`config.mk`:
```
export PLATFORM = sky130hd
export DESIGN_NAME = mem_wb_stage_flat
export DESIGN_NICKNAME = d
export VERILOG_FILES = /design/src/rtl/mem_wb_stage_if.sv /design/src/rtl/mem_wb_stage.sv /design/src/flat_wrapper.sv
export SDC_FILE = /design/constraint.sdc
export NUM_CORES = 1
export LEC_CHECK = 0
export BUFFER_PORTS_ARGS = -buffer_cell sky130_fd_sc_hd__buf_2
export CAP_MARGIN = 20
export CELL_PAD_IN_SITES_DETAIL_PLACEMENT = 0
export CELL_PAD_IN_SITES_GLOBAL_PLACEMENT = 1
export CORE_MARGIN = 2
export CORE_UTILIZATION = 40
export DETAILED_ROUTE_END_ITERATION = 6
export PLACE_DENSITY = 0.85
export SLEW_MARGIN = 10
export SYNTH_ARGS = -nofsm -noshare
export SYNTH_HDL_FRONTEND = slang
export SYNTH_SLANG_ARGS = --single-unit
```
`constraint.sdc`:
```
create_clock -name cpu_clk_75M -period 4.92 [get_ports cpu_clk_75M]
set_clock_uncertainty 0.05 [all_clocks]
set_input_delay 0.984 -clock cpu_clk_75M [delete_from_list [all_inputs] [get_ports cpu_clk_75M]]
set_output_delay 0.984 -clock cpu_clk_75M [all_outputs]
set_load 0.1 [all_outputs]
```
`src/rtl/mem_wb_stage_if.sv`:
```
// MEM->WB bundle: MEM-stage instruction fields, data-memory response, stall and register-file write port.
// Pure wiring; the stage registers the write port and decides stall_req combinationally.
// master = upstream/memory/regfile side, slave = the mem_wb_stage itself.
interface mem_wb_stage_if;
    logic        flush;
    logic        mem_valid;
    logic        mem_wreg;
    logic [4:0]  mem_waddr;
    logic [31:0] mem_wdata;
    logic        mem_is_load;
    logic [2:0]  mem_load_type;
    logic [1:0]  mem_addr_lo;
    logic [31:0] dm_rdata;
    logic        dm_rvalid;
    logic        stall_req;
    logic        wb_we;
    logic [4:0]  wb_waddr;
    logic [31:0] wb_wdata;
    logic        wb_err;

    modport master (
        output flush, mem_valid, mem_wreg, mem_waddr, mem_wdata, mem_is_load,
               mem_load_type, mem_addr_lo, dm_rdata, dm_rvalid,
        input  stall_req, wb_we, wb_waddr, wb_wdata, wb_err
    );

    modport slave (
        input  flush, mem_valid, mem_wreg, mem_waddr, mem_wdata, mem_is_load,
               mem_load_type, mem_addr_lo, dm_rdata, dm_rvalid,
        output stall_req, wb_we, wb_waddr, wb_wdata, wb_err
    );
endinterface

```
`src/rtl/mem_wb_stage.sv`:
```
// Write-back stage: registers MEM results, waits for late load data, extracts/extends bytes and halves.
// Latency 1 cycle from accepted instruction (or from dm_rvalid for a late load) to wb_we/wb_err.
// stall_req is raised while a legal load has no data; flush drops everything and clears the stall.
// Ports: cpu_clk_75M, cpu_rst_n (async active-low), bus (mem_wb_stage_if.slave: mem_*/dm_* in, stall_req/wb_* out).
module mem_wb_stage #(
    parameter int LOAD_TIMEOUT = 255,
    parameter int CNT_W        = 8
) (
    input  logic          cpu_clk_75M,
    input  logic          cpu_rst_n,
    mem_wb_stage_if.slave bus
);

    localparam logic [0:0] S_IDLE = 1'b0;
    localparam logic [0:0] S_WAIT = 1'b1;

    logic [0:0]       state;
    logic [CNT_W-1:0] cnt;

    // Fields of the outstanding load, captured when it enters WAIT
    logic       lat_wreg;
    logic [4:0] lat_waddr;
    logic [2:0] lat_type;
    logic [1:0] lat_lo;

    function automatic logic load_illegal(input logic [2:0] t, input logic [1:0] lo);
        return (t > 3'b100) ||
               ((t[2:1] == 2'b01) && lo[0]) ||
               ((t == 3'b100) && (lo != 2'b00));
    endfunction

    function automatic logic [31:0] load_extract(input logic [2:0] t, input logic [1:0] lo,
                                                 input logic [31:0] d);
        logic [7:0]  b;
        logic [15:0] h;
        b = 8'(d >> {lo, 3'b000});
        h = 16'(d >> {lo[1], 4'b0000});
        case (t)
            3'b000:  return {{24{b[7]}}, b};
            3'b001:  return {24'h0, b};
            3'b010:  return {{16{h[15]}}, h};
            3'b011:  return {16'h0, h};
            default: return d;
        endcase
    endfunction

    logic        in_wait;
    logic        idle_take;
    logic        new_load;
    logic        new_bad;
    logic        new_good;
    logic        wait_hit;
    logic        timeout;
    logic        sel_wreg;
    logic [4:0]  sel_waddr;
    logic [2:0]  sel_type;
    logic [1:0]  sel_lo;
    logic [31:0] ld_data;
    logic        wr_ev;
    logic        wr_wreg;
    logic [4:0]  wr_addr;
    logic [31:0] wr_data;
    logic        wr_fire;

    always_comb begin
        in_wait   = (state == S_WAIT);
        idle_take = !in_wait && bus.mem_valid && !bus.flush;
        new_load  = idle_take && bus.mem_is_load;
        new_bad   = new_load && load_illegal(bus.mem_load_type, bus.mem_addr_lo);
        new_good  = new_load && !new_bad;
        wait_hit  = in_wait && bus.dm_rvalid && !bus.flush;
        // Counter counts WAIT cycles already spent; the LOAD_TIMEOUT-th empty one gives up
        timeout   = in_wait && !bus.dm_rvalid && (cnt == CNT_W'(LOAD_TIMEOUT - 1));

        // In WAIT the mem_* bus may carry anything, so use the captured fields
        sel_wreg  = in_wait ? lat_wreg  : bus.mem_wreg;
        sel_waddr = in_wait ? lat_waddr : bus.mem_waddr;
        sel_type  = in_wait ? lat_type  : bus.mem_load_type;
        sel_lo    = in_wait ? lat_lo    : bus.mem_addr_lo;
        ld_data   = load_extract(sel_type, sel_lo, bus.dm_rdata);

        wr_ev   = 1'b0;
        wr_wreg = 1'b0;
        wr_addr = sel_waddr;
        wr_data = ld_data;
        if (idle_take && !bus.mem_is_load) begin
            wr_ev   = 1'b1;
            wr_wreg = bus.mem_wreg;
            wr_data = bus.mem_wdata;
        end else if ((new_good && bus.dm_rvalid) || wait_hit) begin
            wr_ev   = 1'b1;
            wr_wreg = sel_wreg;
        end
        wr_fire = wr_ev && wr_wreg && (wr_addr != 5'd0);
    end

    // Stall drops in the very cycle data arrives so upstream can advance alongside the write
    assign bus.stall_req = !bus.flush && !bus.dm_rvalid && (new_good || in_wait);

    always_ff @(posedge cpu_clk_75M or negedge cpu_rst_n) begin
        if (!cpu_rst_n) begin
            state        <= S_IDLE;
            cnt          <= '0;
            lat_wreg     <= 1'b0;
            lat_waddr    <= 5'd0;
            lat_type     <= 3'd0;
            lat_lo       <= 2'd0;
            bus.wb_we    <= 1'b0;
            bus.wb_waddr <= 5'd0;
            bus.wb_wdata <= 32'd0;
            bus.wb_err   <= 1'b0;
        end else begin
            bus.wb_we  <= 1'b0;
            bus.wb_err <= 1'b0;
            if (wr_fire) begin
                bus.wb_we    <= 1'b1;
                bus.wb_waddr <= wr_addr;
                bus.wb_wdata <= wr_data;
            end
            if (bus.flush) begin
                state <= S_IDLE;
                cnt   <= '0;
            end else if (!in_wait) begin
                if (new_bad) begin
                    bus.wb_err <= 1'b1;
                end else if (new_good && !bus.dm_rvalid) begin
                    state     <= S_WAIT;
                    cnt       <= '0;
                    lat_wreg  <= bus.mem_wreg;
                    lat_waddr <= bus.mem_waddr;
                    lat_type  <= bus.mem_load_type;
                    lat_lo    <= bus.mem_addr_lo;
                end
            end else begin
                if (bus.dm_rvalid) begin
                    state <= S_IDLE;
                    cnt   <= '0;
                end else if (timeout) begin
                    bus.wb_err <= 1'b1;
                    state      <= S_IDLE;
                    cnt        <= '0;
                end else begin
                    cnt <= cnt + 1'b1;
                end
            end
        end
    end

endmodule

```
`src/flat_wrapper.sv`:
```
// flat-port wrapper written by rule: the top's interface ports become plain ports
module mem_wb_stage_flat 
#(
    parameter int LOAD_TIMEOUT = 255,
    parameter int CNT_W        = 8
)
  (cpu_clk_75M, cpu_rst_n, bus_flush, bus_mem_valid, bus_mem_wreg, bus_mem_waddr, bus_mem_wdata, bus_mem_is_load, bus_mem_load_type, bus_mem_addr_lo, bus_dm_rdata, bus_dm_rvalid, bus_stall_req, bus_wb_we, bus_wb_waddr, bus_wb_wdata, bus_wb_err);
  mem_wb_stage_if bus_i ();
  input  logic cpu_clk_75M;
  input  logic cpu_rst_n;
  input wire logic [$bits(bus_i.flush)-1:0] bus_flush;
  input wire logic [$bits(bus_i.mem_valid)-1:0] bus_mem_valid;
  input wire logic [$bits(bus_i.mem_wreg)-1:0] bus_mem_wreg;
  input wire logic [$bits(bus_i.mem_waddr)-1:0] bus_mem_waddr;
  input wire logic [$bits(bus_i.mem_wdata)-1:0] bus_mem_wdata;
  input wire logic [$bits(bus_i.mem_is_load)-1:0] bus_mem_is_load;
  input wire logic [$bits(bus_i.mem_load_type)-1:0] bus_mem_load_type;
  input wire logic [$bits(bus_i.mem_addr_lo)-1:0] bus_mem_addr_lo;
  input wire logic [$bits(bus_i.dm_rdata)-1:0] bus_dm_rdata;
  input wire logic [$bits(bus_i.dm_rvalid)-1:0] bus_dm_rvalid;
  output wire logic [$bits(bus_i.stall_req)-1:0] bus_stall_req;
  output wire logic [$bits(bus_i.wb_we)-1:0] bus_wb_we;
  output wire logic [$bits(bus_i.wb_waddr)-1:0] bus_wb_waddr;
  output wire logic [$bits(bus_i.wb_wdata)-1:0] bus_wb_wdata;
  output wire logic [$bits(bus_i.wb_err)-1:0] bus_wb_err;
  assign bus_i.flush = bus_flush;
  assign bus_i.mem_valid = bus_mem_valid;
  assign bus_i.mem_wreg = bus_mem_wreg;
  assign bus_i.mem_waddr = bus_mem_waddr;
  assign bus_i.mem_wdata = bus_mem_wdata;
  assign bus_i.mem_is_load = bus_mem_is_load;
  assign bus_i.mem_load_type = bus_mem_load_type;
  assign bus_i.mem_addr_lo = bus_mem_addr_lo;
  assign bus_i.dm_rdata = bus_dm_rdata;
  assign bus_i.dm_rvalid = bus_dm_rvalid;
  assign bus_stall_req = bus_i.stall_req;
  assign bus_wb_we = bus_i.wb_we;
  assign bus_wb_waddr = bus_i.wb_waddr;
  assign bus_wb_wdata = bus_i.wb_wdata;
  assign bus_wb_err = bus_i.wb_err;
  mem_wb_stage #(.LOAD_TIMEOUT(LOAD_TIMEOUT), .CNT_W(CNT_W)) u_core (.cpu_clk_75M(cpu_clk_75M), .cpu_rst_n(cpu_rst_n), .bus(bus_i));
endmodule
```
==> results.ini <==
[synth]
synth_xor_area_share_pct = 1.52
synth_edf_count = 0
syn-num-nets = 453
ys_ff_latch = 59
ys_types = 51
yosysWarnings = 0
synth_seq_area_share_pct = 42.6
syn-cell-area_mm2 = 0.00346
synth.area.mux_share_pct = 7.15
yosys.area_share.simple_pct = 18.7
synth_top_family_by_area = compound AO/OA/AOI/OAI gates
synth-main-ff-cell = dfrtp_1
synth_area_per_cell_um2 = 9.36
synth_fa_ha_area_share_pct = 0.722
ys_async_sr_fraction_pct = 100
syn-instance-count = 370
synth_compound_area_share_pct = 25.3

[routing]
vias = 3295
postRouteAntennaNets = 0
drtIter0Drc = 167
drc = 0
firstDrtPassIters = 4
avgViaCountPerCell = 5.56
wl_per_cell_um = 17.0
wl_um = 10100

[clock_network]
htree_num_levels = 3
cts_setup_buffers = 0
clock_latency_ns = 0.33
ctsHoldBuffers = 0
tritoncts = built
cts_buffer_depth = 2
cts-root-buf = clkbuf_8
cts_made_buffers = 9
clock-sinks = 59
post_cts_resize_count = 0
clkTransAtPathRegs_ns = 0.07

[cells_and_area]
layout_commonest_cell = buf_2
antenna_cells = 0
layout_common_cells = 120 x buf_2, 59 x dfrtp_1, 45 x nor2_1
fill_cells = 801
syn_to_final_growth_pct = 25.6
drive_above_1_share_pct = 34.4
nets = 566

[global_route]
grt_pass1_wl_um = 16400
grt_pass1_vias = 3237
antenna_found_initial = 0
grt_usage_pct = 21.3
overflow = 0
grt_max_degree = 72

[setup_path]
arrival_ns = 2.99
worstSetupPathType = primary input to output port
slowest_delay_ns = 0.51
crit_path_cell_trace = buf_2, nor4_2, o2111ai_2, or3_4, a21oi_1, buf_2
cp_slowest_cell = or3_4
cp_max_fo = 13
startpoint_type = primary input
crit_path_end_kind = output port
cpMostUsedCell = buf_2
crit_required_ns = 3.89

[timing]
period_needed_ns = 4.02
slew_headroom_pct = 31.8
finalSetupViolations = 0
fin_setup_tns_ns = 0
hold_slack_ns = 0.427
tightest_slew_ns = 1.01
fmaxAchievable_mhz = 249
hold_viol = 0
rsz0062_at_grt = false
maxSlewViolCount = 0
fin_crit_sh_pct = 81.8

[status]
status = finished, final reports clean

[power]
leakagePower_nw = 2.03
power.density_mw_per_mm2 = 471
peakVddDrop_mv = 0.364

[placement]
port_buffers = 120
gp_congestion = 0.871
post-dp-hpwl_um = 7430

[hold_path]
min_path_type = register to register

[die]
io_pins = 121
fp.coreArea_mm2 = 0.00830
rows = 33
die_y_um = 97.1
die-area_mm2 = 0.00942
die_w_um = 97.1
initial_core_util_pct = 41.7

[job]
maxCapViolations = 0

[power breakdown]
part | total [mW] | switching [mW] | internal (mW) | leakage (nW)
clock network | 0.505 | 0.194 | 0.310 | 0.119
registers | 0.648 | 0.0649 | 0.583 | 0.753
logic | 0.897 | 0.732 | 0.165 | 1.16
[final timing paths]
check | startpoint | endpoint | slack [ns] | cells after the start
min reg2reg | u_core.bus.wb_wdata[19]$_DFFE_PN0P_ | u_core.bus.wb_wdata[19]$_DFFE_PN0P_ | 0.43 | 2
max | bus_mem_load_type[1] | bus_stall_req | 0.90 | 6
max in group asynchronous | cpu_rst_n | u_core.bus.wb_wdata[23]$_DFFE_PN0P_ | 3.56 | 2
min in group asynchronous | cpu_rst_n | u_core.cnt[6]$_DFFE_PN0P_ | 0.75 | 2
max reg2reg | u_core.in_wait$_DFF_PN0_ | u_core.bus.wb_wdata[25]$_DFFE_PN0P_ | 1.94 | 6
min | u_core.bus.wb_wdata[19]$_DFFE_PN0P_ | u_core.bus.wb_wdata[19]$_DFFE_PN0P_ | 0.43 | 2
[metrics by stage]
stage | util [%] | worst slack (ns) | total power, mW | instance area [um2] | cells
CTS | 52.3 | 0.886 | 2.06 | 4340 | 592
global placement | 49.6 | 0.975 | 1.54 | 4110 | 576
detailed placement | 49.6 | 0.900 | 1.56 | 4110 | 576
floorplan | - | 0.407 | 1.37 | 3460 | 370
global route | 52.4 | 0.805 | 2.14 | 4350 | 593
finish | 52.4 | 0.897 | 2.05 | 4350 | 593
[registers in the layout, indices dropped and copies added (netlist names)]
signal               count
u_core.lat_type          3
u_core.bus.wb_we         1
u_core.cnt               8
u_core.in_wait           1
u_core.bus.wb_err        1
u_core.bus.wb_waddr      5
u_core.lat_lo            2
u_core.lat_waddr         5
u_core.bus.wb_wdata     32
u_core.lat_wreg          1
[cells by family after synthesis]
logic type / Yosys count
simple gates: 137
compound gates: 115
flops: 59
buf+inv: 29
mux: 22
xor+xnor: 6
fa+ha+maj: 2
[Yosys cell counts (3+ instances only)]
cell / count / area share [%]
nor3_1: 6 / 0.87
nor3b_1: 3 / 0.65
o22ai_1: 4 / 0.72
dfrtp_1: 59 / 43
or2_2: 4 / 0.72
mux2i_1: 9 / 2.6
nor2_1: 45 / 4.9
nand2_1: 38 / 4.1
a21boi_0: 4 / 0.87
mux2_1: 7 / 2.3
nand2b_1: 4 / 0.72
nand3_1: 17 / 2.5
buf_2: 10 / 1.4
a22o_1: 3 / 0.76
mux2_2: 5 / 1.6
o2111ai_1: 5 / 1.3
a21oi_1: 17 / 2.5
a221oi_1: 7 / 1.8
xnor2_1: 6 / 1.5
clkbuf_1: 11 / 1.2
nor2b_1: 4 / 0.72
a211oi_1: 19 / 4.1
o21ai_0: 20 / 2.9
inv_1: 6 / 0.65
o31ai_2: 10 / 3.6
o31ai_1: 15 / 3.3
[critical path, delay by kind of cell]
| family | cells | cell delay (ns) |
|---|---|---|
| AO/OA/AOI/OAI | 2 | 0.48 |
| AND/OR/NAND/NOR | 2 | 0.92 |
| buffers and inverters | 2 | 0.60 |
[per-layer routing]
layer / track usage, % / part of all wire [%] / vias up
li1: - / - / 1594
met1: 29.3 / 46 / 1575
met5: 0 / 0 / -
met3: 4.24 / 5.8 / 11
met4: 5.96 / 1.4 / 0
met2: 34.4 / 47 / 115
[layout make-up]
cell class	count	area [um2]	area share (%)
clock buffers	11	151	3.48
clock inverters	5	75.1	1.73
inverters	6	22.5	0.518
multi-input cells	282	1850	42.6
flip-flops and latches	59	1480	33.9
well taps	105	131	3.02
repair buffers	125	642	14.8
(Power assumes the default switching activity.)
